**src/rtl/line_binarize_pack_pkg.sv**
```systemverilog
// line_binarize_pack_pkg
// Shared definitions for the row binariser/packer.
//   WE / HE            default row width and frame height
//   THRESHOLD_DEFAULT  default binarisation level
//   PIX_BLACK/WHITE    bit polarity of a packed pixel
//   state_t            row-assembly state machine encoding
package line_binarize_pack_pkg;

    localparam int WE                = 180;
    localparam int HE                = 240;
    localparam int THRESHOLD_DEFAULT = 128;

    localparam logic PIX_BLACK = 1'b0;
    localparam logic PIX_WHITE = 1'b1;

    typedef enum logic [1:0] {
        WAIT_FRAME,
        ACCUM,
        DISCARD,
        DONE
    } state_t;

endpackage

```
**src/rtl/line_binarize_pack_holdoff_timer.sv**
```systemverilog
// line_holdoff_timer
// Load/decrement counter that spaces row publications.
//   i_clk   clock
//   i_rst   synchronous active-high reset (counter -> 0)
//   i_load  load HOLD (asserted in the publish cycle)
//   o_zero  publishing is allowed this cycle
module line_holdoff_timer #(
    parameter int HOLD = 182
) (
    input  logic i_clk,
    input  logic i_rst,
    input  logic i_load,
    output logic o_zero
);
    localparam int CNT_W = $clog2(HOLD + 1);

    logic [CNT_W-1:0] r_cnt;

    always_ff @(posedge i_clk) begin
        if (i_rst) begin
            r_cnt <= '0;
        end else if (i_load) begin
            r_cnt <= CNT_W'(HOLD);
        end else if (r_cnt != '0) begin
            r_cnt <= r_cnt - 1'b1;
        end
    end

    // Open one count early: the publish itself is a registered edge, so a
    // count of 1 here places the next pulse exactly HOLD cycles after the last.
    assign o_zero = (r_cnt <= CNT_W'(1));

endmodule

```
**src/rtl/line_binarize_pack.sv**
```systemverilog
// line_binarize_pack
// Binarises a grayscale pixel stream, packs each row into a we-bit word and
// publishes (line1 = current row, line2 = previous row, h = row index) with a
// one-cycle line_clk strobe, spaced at least HOLD cycles apart.
// Optional feature macro: LINE_MAJ3_EN (3-tap horizontal majority filter on
// the row as it enters the pending slot).
//   video_clk  clock              rst        sync active-high reset
//   vsync      frame-start pulse  pix_valid  pixel qualifier
//   pix_eol    last pixel of line pix_data   grayscale pixel
//   line_clk   publish strobe     line1/2    current/previous row, bit c = col c
//   h          row index of line1 ovf        sticky row-dropped flag
module line_binarize_pack
    import line_binarize_pack_pkg::*;
#(
    parameter int DATA_WIDTH = 8,
    parameter int we         = WE,
    parameter int he         = HE,
    parameter int THRESHOLD  = THRESHOLD_DEFAULT,
    parameter int HOLD       = we + 2
) (
    input  logic                  video_clk,
    input  logic                  rst,
    input  logic                  vsync,
    input  logic                  pix_valid,
    input  logic                  pix_eol,
    input  logic [DATA_WIDTH-1:0] pix_data,
    output logic                  line_clk,
    output logic [we-1:0]         line1,
    output logic [we-1:0]         line2,
    output logic [DATA_WIDTH-1:0] h,
    output logic                  ovf
);
    localparam int                  COL_W = $clog2(we);
    localparam logic [DATA_WIDTH-1:0] THR = DATA_WIDTH'(THRESHOLD);

    state_t                r_state;
    logic [COL_W-1:0]      r_col;
    logic [DATA_WIDTH-1:0] r_row;
    logic [we-1:0]         r_asm;

    logic                  r_cmp_vld_p1;
    logic [we-1:0]         r_cmp_row_p1;
    logic [DATA_WIDTH-1:0] r_cmp_idx_p1;

    logic                  r_pend;
    logic [we-1:0]         r_pend_row;
    logic [DATA_WIDTH-1:0] r_pend_idx;

    logic                  w_bit;
    logic                  w_last_col;
    logic [we-1:0]         w_row_ins;
    logic [we-1:0]         w_filt;
    logic                  w_zero;
    logic                  w_publish;

    function automatic logic [we-1:0] maj3_row(input logic [we-1:0] row);
        logic [we+1:0] ext;
        logic [we-1:0] res;
        // Edge columns see a copy of themselves beyond the border.
        ext = {row[we-1], row, row[0]};
        for (int c = 0; c < we; c++) begin
            res[c] = (ext[c] & ext[c+1]) | (ext[c] & ext[c+2]) | (ext[c+1] & ext[c+2]);
        end
        return res;
    endfunction

    assign w_bit      = (pix_data >= THR);
    assign w_last_col = (r_col == COL_W'(we - 1));

    always_comb begin
        w_row_ins        = r_asm;
        w_row_ins[r_col] = w_bit;
    end

`ifdef LINE_MAJ3_EN
    assign w_filt = maj3_row(r_cmp_row_p1);
`else
    assign w_filt = r_cmp_row_p1;
`endif

    // vsync cancels a publish that would otherwise land in the same cycle.
    assign w_publish = r_pend && w_zero && !vsync;

    line_holdoff_timer #(
        .HOLD (HOLD)
    ) u_holdoff (
        .i_clk  (video_clk),
        .i_rst  (rst),
        .i_load (w_publish),
        .o_zero (w_zero)
    );

    // Stage p0 -> p1: row assembly; a completed row is captured with its index.
    always_ff @(posedge video_clk) begin
        if (rst) begin
            r_state      <= WAIT_FRAME;
            r_col        <= '0;
            r_row        <= '0;
            r_cmp_vld_p1 <= 1'b0;
        end else if (vsync) begin
            r_state      <= ACCUM;
            r_col        <= '0;
            r_row        <= '0;
            r_asm        <= {we{PIX_WHITE}};
            r_cmp_vld_p1 <= 1'b0;
        end else begin
            r_cmp_vld_p1 <= 1'b0;
            case (r_state)
                ACCUM: begin
                    if (pix_valid) begin
                        if (pix_eol || w_last_col) begin
                            r_cmp_vld_p1 <= 1'b1;
                            r_cmp_row_p1 <= w_row_ins;
                            r_cmp_idx_p1 <= r_row;
                            r_col        <= '0;
                            r_asm        <= {we{PIX_WHITE}};
                            r_row        <= r_row + 1'b1;
                            if (r_row == DATA_WIDTH'(he - 1)) begin
                                r_state <= DONE;
                            end else if (!pix_eol) begin
                                // Row filled before eol: skip the overhang.
                                r_state <= DISCARD;
                            end
                        end else begin
                            r_asm <= w_row_ins;
                            r_col <= r_col + 1'b1;
                        end
                    end
                end
                DISCARD: begin
                    if (pix_valid && pix_eol) begin
                        r_state <= ACCUM;
                    end
                end
                default: ;
            endcase
        end
    end

    // Stage p1 -> p2: pending slot and publish registers.
    always_ff @(posedge video_clk) begin
        if (rst) begin
            line_clk <= 1'b0;
            line1    <= {we{PIX_WHITE}};
            line2    <= {we{PIX_WHITE}};
            h        <= '0;
            ovf      <= 1'b0;
            r_pend   <= 1'b0;
        end else begin
            line_clk <= w_publish;
            if (vsync) begin
                r_pend <= 1'b0;
                ovf    <= 1'b0;
            end else begin
                if (w_publish) begin
                    line2 <= (r_pend_idx == '0) ? {we{PIX_WHITE}} : line1;
                    line1 <= r_pend_row;
                    h     <= r_pend_idx;
                end
                if (r_cmp_vld_p1) begin
                    // A slot being published this cycle is free for the new row.
                    if (r_pend && !w_publish) begin
                        ovf <= 1'b1;
                    end else begin
                        r_pend     <= 1'b1;
                        r_pend_row <= w_filt;
                        r_pend_idx <= r_cmp_idx_p1;
                    end
                end else if (w_publish) begin
                    r_pend <= 1'b0;
                end
            end
        end
    end

endmodule

```
**config.mk**
```make
export PLATFORM = sky130hd
export DESIGN_NAME = line_binarize_pack
export DESIGN_NICKNAME = d
export VERILOG_FILES = /design/src/rtl/line_binarize_pack_pkg.sv /design/src/rtl/line_binarize_pack_holdoff_timer.sv /design/src/rtl/line_binarize_pack.sv
export SDC_FILE = /design/constraint.sdc
export NUM_CORES = 1
export LEC_CHECK = 0
export ABC_AREA = 1
export BUFFER_PORTS_ARGS = -buffer_cell sky130_fd_sc_hd__buf_2
export CAP_MARGIN = 25
export CORE_ASPECT_RATIO = 1.5
export CORE_MARGIN = 2
export CORE_UTILIZATION = 63
export CTS_CLUSTER_DIAMETER = 40
export CTS_CLUSTER_SIZE = 30
export DETAILED_ROUTE_END_ITERATION = 10
export PLACE_DENSITY = 0.85
export SYNTH_ARGS = -nofsm -noshare
export SYNTH_HDL_FRONTEND = slang
export SYNTH_HIERARCHICAL = 1
export SYNTH_SLANG_ARGS = --single-unit
```
**constraint.sdc**
```tcl
create_clock -name video_clk -period 36.6 [get_ports video_clk]
set_input_delay 7.32 -clock video_clk [delete_from_list [all_inputs] [get_ports video_clk]]
set_output_delay 7.32 -clock video_clk [all_outputs]
set_load 0.005 [all_outputs]
```
After elaboration in Yosys (flattened, before gate mapping)
Cells that the tools add are included.

cells by class
  shifts and indexed selects = 0
  multipliers = 0
  equal/unequal tests = 13
  div/mod/pow operators = 0
  bitwise operators = 5
  $add $sub $neg = 3
  mux-type cells = 21
  reduce and logical (&&, ||, !) cells = 29
  $lt $le $gt $ge = 4

operators with widths
  operator                                                                           count
  180-bit two-way mux                                                                4
  180-bit bitwise mux                                                                1
  8-bit two-way mux                                                                  3
  8-bit by 1-bit adder with 8-bit output (second input constant)                     2
  8-bit equality test (second input constant)                                        2
  5-bit AND reduction                                                                3
  3-bit inequality test (second input constant)                                      4
  2-bit two-way mux                                                                  5
  2-bit nonzero test                                                                 5
  8-bit by 9-bit < comparator with 1-bit output (second input constant)              1
  1-bit demux with 8-bit select                                                      1
  8-bit by 1-bit >= comparator with 1-bit output (second input constant)             1
  8-bit >= comparator (second input constant)                                        1
  8-bit by 1-bit less-or-equal comparator with 1-bit output (second input constant)  1
  8-bit logical NOT                                                                  1
  2-bit inequality test (second input constant)                                      4
  2-bit AND reduction                                                                4
  8-bit nonzero test                                                                 1
  8-bit by 1-bit subtractor with 8-bit output (second input constant)                1
  1-bit two-way mux                                                                  6
  3-bit AND reduction                                                                2
  1-bit logical AND                                                                  5
  1-bit NOT                                                                          5
  4-bit inequality test (second input constant)                                      1
  9 further kinds                                                                    11

storage, ports and cells
  output and inout bits = 370
  word-level logic and storage cells = 93
  ROM bits = 0
  latch bits = 0
  flip-flop bits (word level) = 954
  bits in writable memories = 0
  input bits = 13
  memories kept = 0

Logic depth before layout (Yosys ltp)
Gate-level depths: netlist of the first run.

  word-level depth = 8
  depth in mapped cells = 12
  mapped depth without buffers = 10

By module
The synthesis of the first run kept the hierarchy.

modules (own cells, without submodules)
  module              cells an instance  instances  area an instance (µm²)  sequential area each (µm²)
  line_binarize_pack  3344               1          34918.5                 24503.5
  line_holdoff_timer  70                 1          467.9                   160.2

Worst setup path after synthesis of the first run
Ideal clock, no wire load.

  path type = input -> register
  start point = input port vsync
  end point = register r_pend_idx[0] (enable)
  setup slack = 14.989 ns
  arrival = 20.645 ns
  data required time = 35.635 ns
  buffers on the path = 0
  library setup time = 0.965 ns
  stages = 3
  cell sequence = nor2_1 > inv_1 > nor3_1

on the way
  cells in the longest elaborated chain, start to end = 6
  elaborated cells between the ends (all ways) = 7
  classes of those cells = 2 x bitwise; 5 x reduce/logical

RTL lines
  what                                    RTL line                   RTL
  start: declaration                      line_binarize_pack.sv:23   input logic vsync,
  1-bit logical NOT                       line_binarize_pack.sv:82   assign w_publish = r_pend && w_zero && !vsync;
  1-bit logical AND                       line_binarize_pack.sv:82
  1-bit logical NOT                       line_binarize_pack.sv:162  if (r_pend && !w_publish) begin
  1-bit logical AND                       line_binarize_pack.sv:162
  1-bit NOT (no source line)              -
  4-bit AND reduction (no source line) *  -
  end signal: assignment                  line_binarize_pack.sv:167  r_pend_idx <= r_cmp_idx_p1;
  end: declaration                        line_binarize_pack.sv:47   logic [DATA_WIDTH-1:0] r_pend_idx;

Every way passes the cells marked *; elsewhere a longest branch is shown, timed or not.
A chain may end at the register's enable or synchronous reset.

Worst setup path in the final report of the first run
  start point = input port vsync
  end point = register r_pend_row[88] (enable)

on the way
  cells in the longest elaborated chain, start to end = 6
  elaborated cells between the ends (all ways) = 7
  classes of those cells = 2 x bitwise; 5 x reduce/logical

RTL lines
  what                                    RTL line                   RTL
  1-bit logical NOT                       line_binarize_pack.sv:82
  1-bit logical AND                       line_binarize_pack.sv:82
  1-bit logical NOT                       line_binarize_pack.sv:162
  1-bit logical AND                       line_binarize_pack.sv:162
  1-bit NOT (no source line)              -
  4-bit AND reduction (no source line) *  -
  end signal: assignment                  line_binarize_pack.sv:166  r_pend_row <= w_filt;
  end: declaration                        line_binarize_pack.sv:46   logic [we-1:0] r_pend_row;

Marked as above.

==> reports/results.txt, run 1 <==
Register-to-Register Path Depth = 9
num ports = 383
slowest stage delay, CP = 770 ps
CTS tree = done
routed vias = 25,300
RSZ-0062 raised after global routing = no
VDD IR-drop max = 49.2 µV
fin crit share = 0.290
clk_lat worst skew = 640 ps
worst clock skew = 27.4 ps
die height = 294 µm
simple-gate share of the synthesized area = 0.164
first-pass GRT wire length = 128 mm
flop2flop setup slack = 31,900 ps
Worst EP arrival = 10,860 ps
CP Launch Type = primary input
WP buf/inv = 6
reg-to-reg startpoint = r_col[0]
largest net degree at the start of global routing = 186
P&R area growth vs syn = 14.4%
Routed WL = 83.7 mm
worst slew pin tran = 1150 ps
hold path start = r_cmp_row_p1[121]
CTS clk-pin slew, worst paths = 80 ps
critical path endpoint category = register
# Post-CTS Setup Buffers = 0
# H-tree levels = 3
Required @ worst endpoint = 36,850 ps
Slew Limit Headroom = 0.232
CTS hold repair buffers = 0
share of layout cells above drive strength 1 = 0.161
root buffer cell = clkbuf_16
Gate Count Post-Synth = 3,414
Final setup viols = 0
RR Endpoint = r_cmp_row_p1[98]
gr ovfl total = 0
Max Freq = 94.3 MHz
worst hold stages = 0
Die Wd = 198 µm
Net Count, Synth = 3,435
crit path time final = 10,610 ps
critical-path cell list = buf_2, inv_1, nand3_4, nand2_1, inv_1, nor3_2, buf_4, buf_12, buf_4
dpl hpwl = 48.3 mm
Slew Limit Fails = 0
# nets final = 3,721
DR pass1 iterations = 6
post-synthesis mux area share = 0
final hold violation count = 0
crit path from = vsync
row count = 106
Synth Area in XOR/XNOR = 0.000743
Synth Area in Compound Gates = 0.0840
Placer Congestion = 0.798
Crit Path Category = in -> reg
# fillers = 3,698
Sink Count = 954
syn_area_per_cell = 10.4 µm²
Vias per Instance = 5.65
most frequent cells in the layout = 1,116 x nand2_1, 556 x edfxtp_1, 398 x dfxtp_1, 374 x buf_2, 298 x o21ai_0
Initial DRC Count = 2,298
GR Util All Layers = 0.283
antenna violations before repair = 0
starting density of the core = 0.635
commonest non-fill, non-tap cell in the layout = nand2_1
largest family of logic cells by synthesized area = simple AND/OR/NAND/NOR gates
Crit path max-delay family = buffers and inverters
Syn. warnings = 6
Hold WC Path Type = reg -> reg
Fin Setup TNS = 0 ps
CP max stage cell = buf_4
post-synthesis sequential area ratio = 0.697
Core ar. = 55,700 µm²
post-layout util = 0.727
CTS Buf Count = 78
port buffer count = 375
die area = 58,100 µm²
Detail Route Antenna Nets = 0
status = complete, no violations
CP Max Fanout = 70
maximum clock path buffer count = 3
Power per Cell Area = 52.2 nW/µm²
Yosys reg bits = 954
CTS resizes = 0
synthesized cell area = 35,400 µm²
Hold Path Sink = r_pend_row[121]
drt drc = 0
max cap viols = 0
Inserted Diodes = 0
Yosys cell types = 31
leakage = 15.8 nW
area share of fa/ha/maj cells after synthesis = 0.00283
DR WL/cell = 18.7 µm
vias in the first global route = 24,100
-- synthesized netlist by cell type --
| cell type | instances | area, µm² |
|---|---|---|
| clkbuf_1 | 122 | 458 |
| nand4_1 | 2 | 12.5 |
| a21oi_4 | 1 | 16.3 |
| edfxtp_1 | 556 | 16700 |
| nor2_2 | 14 | 87.6 |
| dfxtp_1 | 398 | 7970 |
| buf_4 | 10 | 75.1 |
| buf_1 | 17 | 63.8 |
| o21bai_1 | 3 | 22.5 |
| o21ai_1 | 56 | 280 |
| o21ai_0 | 298 | 1490 |
| o21a_1 | 19 | 143 |
| a21oi_1 | 202 | 1010 |
| nor3b_1 | 1 | 7.51 |
| nand2_2 | 11 | 68.8 |
| nand3_1 | 200 | 1000 |
| inv_1 | 236 | 886 |
| xor2_1 | 3 | 26.3 |
| nor2_1 | 50 | 188 |
| nand2_1 | 1116 | 4190 |
| nor3_1 | 14 | 70.1 |
| and2_1 | 1 | 6.26 |
| nor4_1 | 3 | 18.8 |
| nor2_4 | 12 | 135 |
| inv_2 | 10 | 37.5 |
| buf_2 | 38 | 190 |
| nand2_4 | 1 | 11.3 |
| or2_2 | 1 | 6.26 |
| a211oi_1 | 1 | 7.51 |
| buf_6 | 10 | 113 |
| ha_1 | 8 | 100 |
-- worst reg2reg max path, delay by kind of cell, from the launching register on --
kind / cells / cell delay [ps]
buf+inv: 4 / 2080
simple gates: 3 / 1170
flops: 1 / 430
compound gates: 1 / 330
fa+ha+maj: 1 / 270
-- report_power, final --
part	total, W	switching [W]	internal (W)
clock	0.000904	0.000441	0.000462
combinational	0.0000669	0.0000498	0.0000171
sequential	0.00114	0.00000646	0.00113
total	0.00211	0.000497	0.00161
-- registers in the layout (all words and copies together) (netlist names) --
name	count
r_state	2
h	8
r_row	8
r_cmp_vld_p1	1
r_pend_row	180
u_holdoff/r_cnt	8
line2	180
r_cmp_idx_p1	8
line_clk	1
r_pend	1
r_asm	180
line1	180
r_col	8
r_cmp_row_p1	180
ovf	1
r_pend_idx	8
-- cell type report --
class	instances	area (µm²)	share of cell area
Sequential cell	954	24700	0.609
Timing Repair Buffer	403	2170	0.0536
Inverter	246	938	0.0232
Clock inverter	61	801	0.0198
Tap cell	702	878	0.0217
Multi-Input combinational cell	2017	8960	0.221
Clock buffer	85	2060	0.0510
-- how the worst max path moves through the flow --
stage                           end  depth (start not counted)
finish               r_pend_row[88]                          9
global route        r_pend_row[140]                          9
CTS                  r_pend_row[83]                          8
detailed placement   r_pend_row[81]                          8
global placement     r_pend_row[81]                          8
floorplan             r_pend_idx[0]                          3
-- kinds of logic (layout without fill, tap and decap cells) --
kind of cell	after synthesis	in the layout
AO/OA/AOI/OAI	580	580
XOR/XNOR	3	3
adder cells (fa/ha/maj)	8	8
buffers and inverters	443	795
flip-flops	954	954
AND/OR/NAND/NOR	1426	1426
-- metrics by stage --
| step | std cells | hold slack [ps] | power [W] | instance area, µm² | setup WS, ps |
|---|---|---|---|---|---|
| after floorplan | 3414 | 400 | 0.00122 | 35400 | 14990 |
| after global placement | 4316 | 400 | 0.00123 | 37500 | 25180 |
| after detailed placement | 4319 | 405 | 0.00123 | 37500 | 25120 |
| after CTS | 4465 | 414 | 0.00212 | 40400 | 25760 |
| after global routing | 4468 | 417 | 0.00217 | 40500 | 25600 |
| final | 4468 | 413 | 0.00211 | 40500 | 25990 |
-- routing by layer --
layer  global-route usage  up-vias  share of wire
met5                    0        -              0
met4                0.135        0          0.042
met3               0.0372      184          0.069
met2                0.503     1067           0.51
met1                0.342    12100           0.38
li1                     -    11900              -
Note: power is estimated with default switching activity, not from simulation.
==> inputs of run 2 (changes only) <==
--- a/config.mk
+++ b/config.mk
@@ -10,11 +10,11 @@
 export CAP_MARGIN = 25
 export CORE_ASPECT_RATIO = 1.5
 export CORE_MARGIN = 2
-export CORE_UTILIZATION = 63
+export CORE_UTILIZATION = 58
 export CTS_CLUSTER_DIAMETER = 40
 export CTS_CLUSTER_SIZE = 30
 export DETAILED_ROUTE_END_ITERATION = 10
-export PLACE_DENSITY = 0.85
+export PLACE_DENSITY = 0.79
 export SYNTH_ARGS = -nofsm -noshare
 export SYNTH_HDL_FRONTEND = slang
 export SYNTH_HIERARCHICAL = 1
==> constraint.sdc (replaced) <==
create_clock -name video_clk -period 10.55 [get_ports video_clk]
set_input_delay 2.11 -clock video_clk [delete_from_list [all_inputs] [get_ports video_clk]]
set_output_delay 2.11 -clock video_clk [all_outputs]
set_load 0.005 [all_outputs]
==> run 2 against run 1 <==
Against the previous run:
- routed wire length down 2.2%
- die area grew 8.5%
- cell count rose by 2.0%
- first-iteration DRC count up 16%
- via count decreased by 2.7%
- clock skew rose by 1.7 ps
- clock power rose to 3.6 times the previous value
- non-clock buffer count unchanged
- critical endpoint is now r_pend_row[143]
- highest routed layer unchanged
==> reports/results.txt, run 2 (synthesis gave the netlist of run 1 again) <==
Fin Setup TNS = 0 ps (unchanged)
vias in the first global route = 23,300 (-3.5%)
CP Launch Type = primary input
CTS clk-pin slew, worst paths = 80 ps (about the same)
critical path endpoint category = register
antenna violations before repair = 1 (+1)
slowest stage delay, CP = 810 ps (+40 ps)
status = complete, no violations
CTS resizes = 0 (unchanged)
CTS tree = done
fin crit share = 0.461
Vias per Instance = 5.39 (-4.6%)
Final setup viols = 0 (unchanged)
Crit path max-delay family = buffers and inverters
CP Max Fanout = 69 (-1.4%)
starting density of the core = 0.588 (-0.0469)
final hold violation count = 0 (unchanged)
Hold WC Path Type = reg -> reg
Final Cell Area = 40,800 µm² (+0.77%)
die height = 307 µm (+4.2%)
Inserted Diodes = 0 (unchanged)
gr ovfl total = 0 (unchanged)
Core ar. = 60,100 µm² (+8.0%)
die area = 63,000 µm² (+8.5%)
Required @ worst endpoint = 10,810 ps (-26,040 ps)
# nets final = 3,726 (+0.13%)
Sink Count = 954 (unchanged)
row count = 110 (+3.8%)
dpl hpwl = 47.8 mm (-1.1%)
max cap viols = 0 (unchanged)
CP max stage cell = buf_4
Routed WL = 81.9 mm (-2.2%)
first-pass GRT wire length = 126 mm (-1.3%)
critical-path cell list = buf_2, inv_1, nand3_4, nand2_1, inv_1, nor3_4, buf_4, buf_4
Detail Route Antenna Nets = 0 (unchanged)
Worst EP arrival = 5130 ps (-5730 ps)
drt drc = 0 (unchanged)
clk_lat worst skew = 650 ps (about the same)
placed insts = 4,401 (+1.9%)
Multi-input gate area = 8970 µm² (+0.18%)
# H-tree levels = 3 (unchanged)
DR WL/cell = 18.0 µm (-4.1%)
RSZ-0062 raised after global routing = no
Slew Limit Headroom = 0.153 (-0.0785)
P&R area growth vs syn = 15.2%
Slew Limit Fails = 0 (unchanged)
largest net degree at the start of global routing = 226 (+22%)
CTS Buf Count = 83 (+6.4%)
leakage = 15.9 nW (+0.57%)
DR pass1 iterations = 5 (-1)
Finished Layout Cells = 4,559 (+2.0%)
Initial DRC Count = 2,676 (+16%)
WP buf/inv = 5 (-1)
VDD IR-drop max = 189 µV (+280%)
routed vias = 24,600 (-2.7%)
Max Freq = 206 MHz
worst slew pin tran = 1270 ps (+119 ps)
maximum clock path buffer count = 3 (unchanged)
most frequent cells in the layout = 1,116 x nand2_1, 556 x edfxtp_1, 398 x dfxtp_1, 374 x buf_2, 298 x o21ai_0
Placer Congestion = 0.783 (-1.9%)
worst clock skew = 29.0 ps (+1.66 ps)
crit path time final = 4860 ps
flop2flop setup slack = 6080 ps (-25,820 ps)
commonest non-fill, non-tap cell in the layout = nand2_1
post-layout util = 0.678 (-0.0485)
port buffer count = 375 (unchanged)
area occupied by registers = 24,700 µm² (unchanged)
Power per Cell Area = 182 nW/µm² (+250%)
# fillers = 4,541 (+23%)
# Post-CTS Setup Buffers = 0 (unchanged)
root buffer cell = clkbuf_16
total power = 0.00741 W (+250%)
Die Wd = 206 µm (+4.1%)
share of layout cells above drive strength 1 = 0.163 (+0.00174)
Crit Path Category = in -> reg
placed cell area = 37,700 µm² (+0.52%)
num ports = 383 (unchanged)
GR Util All Layers = 0.258 (-0.0250)
CTS hold repair buffers = 0 (unchanged)
==> run 2: cell types whose count changed in the layout (fill, tap and decap cells not counted), moves of 3 or more <==
cell       delta
clkbuf_16     +3
buf_16        +4
clkinv_8      -4
inv_6         -9
buf_4         -4
inv_8         +7
inv_16        +3
==> run 2: cell type report <==
| cell class | count | share of cell area |
|---|---|---|
| flip-flops and latches | 954 | 0.605 |
| well taps | 784 | 0.0241 |
| multi-input cells | 2017 | 0.220 |
| clock buffers | 89 | 0.0528 |
| inverters | 246 | 0.0230 |
| clock inverters | 66 | 0.0201 |
| repair buffers | 403 | 0.0553 |
==> run 2: final timing paths <==
| check | depth (start not counted) | endpoint | startpoint |
|---|---|---|---|
| setup reg to reg | 9 | r_cmp_row_p1[91] | r_col[0] |
| hold / removal | 0 | r_pend_row[91] | r_cmp_row_p1[91] |
| setup / recovery | 8 | r_pend_row[143] | vsync |
| hold reg to reg | 0 | r_pend_row[91] | r_cmp_row_p1[91] |
==> run 2: power breakdown <==
part	switching (W)	internal [W]	leakage, nW	total (W)
Clock	0.00158	0.00164	1.44	0.00322
Combinational	0.000168	0.0000618	6.89	0.000229
Sequential	0.0000234	0.00394	7.57	0.00396
==> run 2: routing by layer <==
layer / vias to the layer above / global-route usage / part of all wire
li1: 12000 / - / -
met1: 11600 / 0.326 / 0.40
met2: 855 / 0.444 / 0.50
met3: 144 / 0.0392 / 0.063
met4: 0 / 0.109 / 0.035
met5: - / 0 / 0
==> run 2: stage by stage <==
stage               worst slack [ps]  hold WS (ps)
floorplan                      -10.8           400
global route                    5360           397
finish                          5690           395
CTS                             5640           398
detailed placement              4970           405
global placement                5000           400
